$ cat src/rtl/serial_byte_receiver.sv
// Serial-to-byte receiver: hunts for a SYNC word, then assembles MSB-first bytes onto a
// valid/ready port with sticky overrun. Define SERIAL_RX_PARITY_EN for 9-bit even-parity frames.
module serial_byte_receiver #(
  parameter logic [7:0] SYNC = 8'hAA
) (
  input  logic       clk,
  input  logic       rst,
  input  logic       i_sin,
  input  logic       i_sin_en,
  input  logic       i_resync,
  input  logic       i_dready,
  output logic [7:0] o_dout,
  output logic       o_dvalid,
  output logic       o_locked,
  output logic       o_ovr,
  output logic       o_perr
);

`ifdef SERIAL_RX_PARITY_EN
  localparam logic [3:0] LastBit = 4'd8;
`else
  localparam logic [3:0] LastBit = 4'd7;
`endif

  typedef enum logic {StHunt, StData} state_e;

  state_e     r_state, w_state_d;
  logic [7:0] r_sr, w_sr_d;
  logic [7:0] r_dout, w_dout_d;
  logic [3:0] r_hcnt, w_hcnt_d;
  logic [3:0] r_bcnt, w_bcnt_d;
  logic       r_dvalid, w_dvalid_d;
  logic       r_ovr, w_ovr_d;
  logic       r_perr, w_perr_d;

  logic [7:0] w_sr_shift;
  logic [7:0] w_byte;
  logic       w_par_ok;

  assign w_sr_shift = {r_sr[6:0], i_sin};

`ifdef SERIAL_RX_PARITY_EN
  // The incoming bit is the parity bit; the data byte is already sitting in the shifter.
  assign w_byte   = r_sr;
  assign w_par_ok = ~(^{r_sr, i_sin});
`else
  assign w_byte   = w_sr_shift;
  assign w_par_ok = 1'b1;
`endif

  always_comb begin
    w_state_d  = r_state;
    w_sr_d     = r_sr;
    w_dout_d   = r_dout;
    w_hcnt_d   = r_hcnt;
    w_bcnt_d   = r_bcnt;
    w_dvalid_d = r_dvalid;
    w_ovr_d    = r_ovr;
    w_perr_d   = r_perr;

    if (r_dvalid && i_dready) begin
      w_dvalid_d = 1'b0;
    end

    if (i_resync) begin
      // Same-edge bit is discarded; a pending byte stays consumable.
      w_state_d = StHunt;
      w_hcnt_d  = 4'd0;
      w_bcnt_d  = 4'd0;
      w_ovr_d   = 1'b0;
      w_perr_d  = 1'b0;
    end else if (i_sin_en) begin
      w_sr_d = w_sr_shift;
      case (r_state)
        StHunt: begin
          // hcnt >= 7 guarantees all 8 compared bits arrived since entering HUNT.
          if ((r_hcnt >= 4'd7) && (w_sr_shift == SYNC)) begin
            w_state_d = StData;
            w_bcnt_d  = 4'd0;
            w_hcnt_d  = 4'd0;
          end else if (r_hcnt != 4'd8) begin
            w_hcnt_d = r_hcnt + 4'd1;
          end
        end
        StData: begin
          if (r_bcnt == LastBit) begin
            w_bcnt_d = 4'd0;
            if (!w_par_ok) begin
              w_perr_d = 1'b1;
            end else if (r_dvalid && !i_dready) begin
              w_ovr_d = 1'b1;
            end else begin
              w_dout_d   = w_byte;
              w_dvalid_d = 1'b1;
            end
          end else begin
            w_bcnt_d = r_bcnt + 4'd1;
          end
        end
        default: w_state_d = StHunt;
      endcase
    end
  end

  always_ff @(posedge clk) begin
    if (!rst) begin
      r_state  <= StHunt;
      r_sr     <= 8'd0;
      r_dout   <= 8'd0;
      r_hcnt   <= 4'd0;
      r_bcnt   <= 4'd0;
      r_dvalid <= 1'b0;
      r_ovr    <= 1'b0;
      r_perr   <= 1'b0;
    end else begin
      r_state  <= w_state_d;
      r_sr     <= w_sr_d;
      r_dout   <= w_dout_d;
      r_hcnt   <= w_hcnt_d;
      r_bcnt   <= w_bcnt_d;
      r_dvalid <= w_dvalid_d;
      r_ovr    <= w_ovr_d;
      r_perr   <= w_perr_d;
    end
  end

  assign o_dout   = r_dout;
  assign o_dvalid = r_dvalid;
  assign o_locked = (r_state == StData);
  assign o_ovr    = r_ovr;
  assign o_perr   = r_perr;

endmodule
$ cat config.mk
export PLATFORM = sky130hd
export DESIGN_NAME = serial_byte_receiver
export DESIGN_NICKNAME = d
export VERILOG_FILES = /design/src/rtl/serial_byte_receiver.sv
export SDC_FILE = /design/constraint.sdc
export NUM_CORES = 1
export LEC_CHECK = 0
export BUFFER_PORTS_ARGS = -buffer_cell sky130_fd_sc_hd__buf_2
export CAP_MARGIN = 40
export CORE_MARGIN = 3
export CORE_UTILIZATION = 54
export DETAILED_ROUTE_END_ITERATION = 8
export PLACE_DENSITY = 0.76
export SLEW_MARGIN = 30
export SYNTH_ARGS = -nofsm -noshare
export SYNTH_HDL_FRONTEND = slang
export SYNTH_SLANG_ARGS = --single-unit
$ cat constraint.sdc
create_clock -name clk -period 1.6 [get_ports clk]
set_input_delay 0.32 -clock clk [delete_from_list [all_inputs] [get_ports clk]]
set_output_delay 0.32 -clock clk [all_outputs]
set_load 0.01 [all_outputs]
==> flow_summary.toml <==
[run_status]
status = "completed"

[drt]
routed_wl_um = 2250
drtIter0Drc = 19
vias_per_cell = 5.61
drc = 0
ant_nets = 0
dr.pass1.iters = 4
wl_per_cell_um = 12.3
via_count = 1021

[sta]
fin_worst_skew_ns = 0.00719
drv_slew = 0
period_share_pct = 92.6
rsz0062_at_grt = "false"
hold_viol = 0
finalCriticalPeriod_ns = 1.48
finalSetupTns_ns = 0
fmax_mhz = 675
finalSetupViolations = 0

[power]
clock_power_share_pct = 31.5
p_leak_nw = 0.509
swShare_pct = 21.7
finalPower_mw = 1.03
seq_power_share_pct = 63.4
p_int_mw = 0.807
p_per_area_nw_per_um2 = 771
pwr-share-comb_pct = 5.1
power.switching_mw = 0.224
vdd_drop_max_mv = 0.578

[placed_design]
portBuffers = 16
place.gp.congestion = 0.818
hpwl_um = 1650

[floorplan]
fp.dieW_um = 53.2
io_pins = 18
die_area_um2 = 2830
core_um2 = 2040
initial_utilization_pct = 59.0
fp-row-count = 16
die_h_um = 53.2

[grt]
grt_max_degree = 26
grt_pass1_wl_um = 3900
grt_antenna_before_repair = 0
track_usage_pct = 18.2
overflow = 0
grt_pass1_vias = 971

[worst_setup_path]
critical-path-top-delay-family = "simple AND/OR/NAND/NOR gates"
crit_start = "r_bcnt[0]"
critPathMaxStageDelay_ns = 0.38
rrSetupSlack_ns = 0.12
critical_path_buf_inv_count = 1
worstSetupEndpointType = "register"
cp.required_ns = 1.84
worst-path-max-fanout = 16
crit_slowest_cell = "dfxtp_2"
crit_arrival_ns = 1.72
critPathLaunchType = "register"
r2r-start = "r_bcnt[0]"
path_class = "reg2reg"
crit_chain = "ha_2 -> and4b_1 -> and4bb_1 -> buf_12 -> nand3_1 -> o21ai_0"

[synth]
ys.warnings.count = 0
synth-main-ff-cell = "dfxtp_1"
synthTopCellsByCount = "nand2_1, dfxtp_1, nand3_1"
syn_area_per_cell_um2 = 8.67
ys_seq_elements = 26
synth_nets = 148
yosysSeqAreaShare_pct = 43.2
yosysMostFrequentCell = "nand2_1"
synthArstFlopShare_pct = 0
ys_top_cells_by_area = "dfxtp_1, nand2_1, nand3_1, a21boi_0, o21ai_0"
ys_types = 35
synth.top_cell.area_share_pct = 43.2
synth_largest_area_cell = "dfxtp_1"
synth_cells = 139
synth_edf_count = 0
synth_area_um2 = 1200

[clocking]
cts_tree = "built"
cts_buffer_depth = 2
cts_inserted_buffers = 3
cts_root_buf = "clkbuf_4"
cts_resized = 0
hold_buffers = 0
postCtsSetupBuffers = 0
insertion_delay_ns = 0.31
cts_sinks = 26
h-tree-depth = 1
clk_pin_slew_ns = 0.14

[worst_hold_path]
hold_path_class = "in2reg"
hp-start = "i_sin"

[finish]
num-fill-cells = 191
antenna_cells = 0
drive_above_1_share_pct = 20.6
nets = 165
syn2layout_area_growth_pct = 11.0

[run]
cap_violations = 0
[through the flow]
stage	std cells	setup slack (ns)	utilization [%]	hold WS, ns	instance area [µm²]
floorplan	139	0.186	-	0.450	1200
global placement	178	0.182	63.5	0.444	1300
detailed placement	178	0.0963	63.5	0.449	1300
CTS	182	0.0549	65.3	0.242	1330
global route	182	0.00514	65.5	0.282	1340
finish	182	0.119	65.5	0.249	1340
[per-layer routing]
layer  track usage (%)  part of all wire (%)  vias to the layer above
met3              2.82                   4.1                        2
met5                 0                     0                        -
met1              23.4                    49                      470
met4              8.09                  0.58                        0
li1                  -                     -                      528
met2              29.8                    47                       21
[worst register-to-register path: cells and delay by family (launching register included)]
kind	cells	cell delay (ns)
compound gates	1	0.09
fa+ha+maj	1	0.21
buf+inv	1	0.15
flops	1	0.38
simple gates	3	0.58
[path summary, 6_finish.rpt]
path | endpoint | cells after the start
max | o_dout[3] | 6
min | o_dout[0] | 3
max reg2reg | o_dout[3] | 6
min reg2reg | o_dout[0] | 2
[sequential cells by signal (all words and copies together) (netlist names)]
register and cells:
o_dvalid 1, r_bcnt 4, o_dout 8, r_hcnt 4, r_sr 7, o_locked 1, o_ovr 1
[cell type report]
class                   count  area, µm²  share of cell area (%)
clock buffers               4       36.3                    2.71
inverters                   4       15.0                    1.12
multi-input cells         102        616                    46.0
flip-flops and latches     26        522                    39.0
well taps                  27       33.8                    2.53
repair buffers             19        115                    8.61
[cell families (layout without fill, tap and decap cells)]
group / after synthesis / count (layout) / share of synthesized area [%]
AO/OA/AOI/OAI: 40 / 40 / 21.4
adder cells (fa/ha/maj): 3 / 3 / 3.12
buffers and inverters: 11 / 27 / 5.92
flip-flops: 26 / 26 / 43.2
multiplexers: 1 / 1 / 0.831
other: 1 / 1 / 0.311
AND/OR/NAND/NOR: 57 / 57 / 25.2
[power groups by stage]
stage / registers (mW) / logic, mW / clock network [mW]
6_report: 0.654 / 0.0523 / 0.325
5_1_grt: 0.655 / 0.0593 / 0.355
4_1_cts: 0.654 / 0.0522 / 0.335
3_5_place_dp: 0.668 / 0.0521 / 0
3_3_place_gp: 0.668 / 0.0512 / 0
2_1_floorplan: 0.667 / 0.0368 / 0
[cells in the final DEF, fill, tap and decap left out, types with 2 or more instances in the layout]
cell      Yosys  layout
nand2_1      28      28
dfxtp_1      26      25
buf_2         2      16
nand3_1      12      12
o21ai_0      11      11
a21oi_1       8       8
a21boi_0      8       8
inv_1         4       4
a31oi_1       4       4
a311oi_1      3       3
clkbuf_4      0       3
nor2b_1       2       2
nor2_1        2       2
and4bb_2      2       2
nand3_2       2       2
o21ai_2       2       2
ha_1          3       2
buf_4         1       2
(Power assumes the default switching activity.)
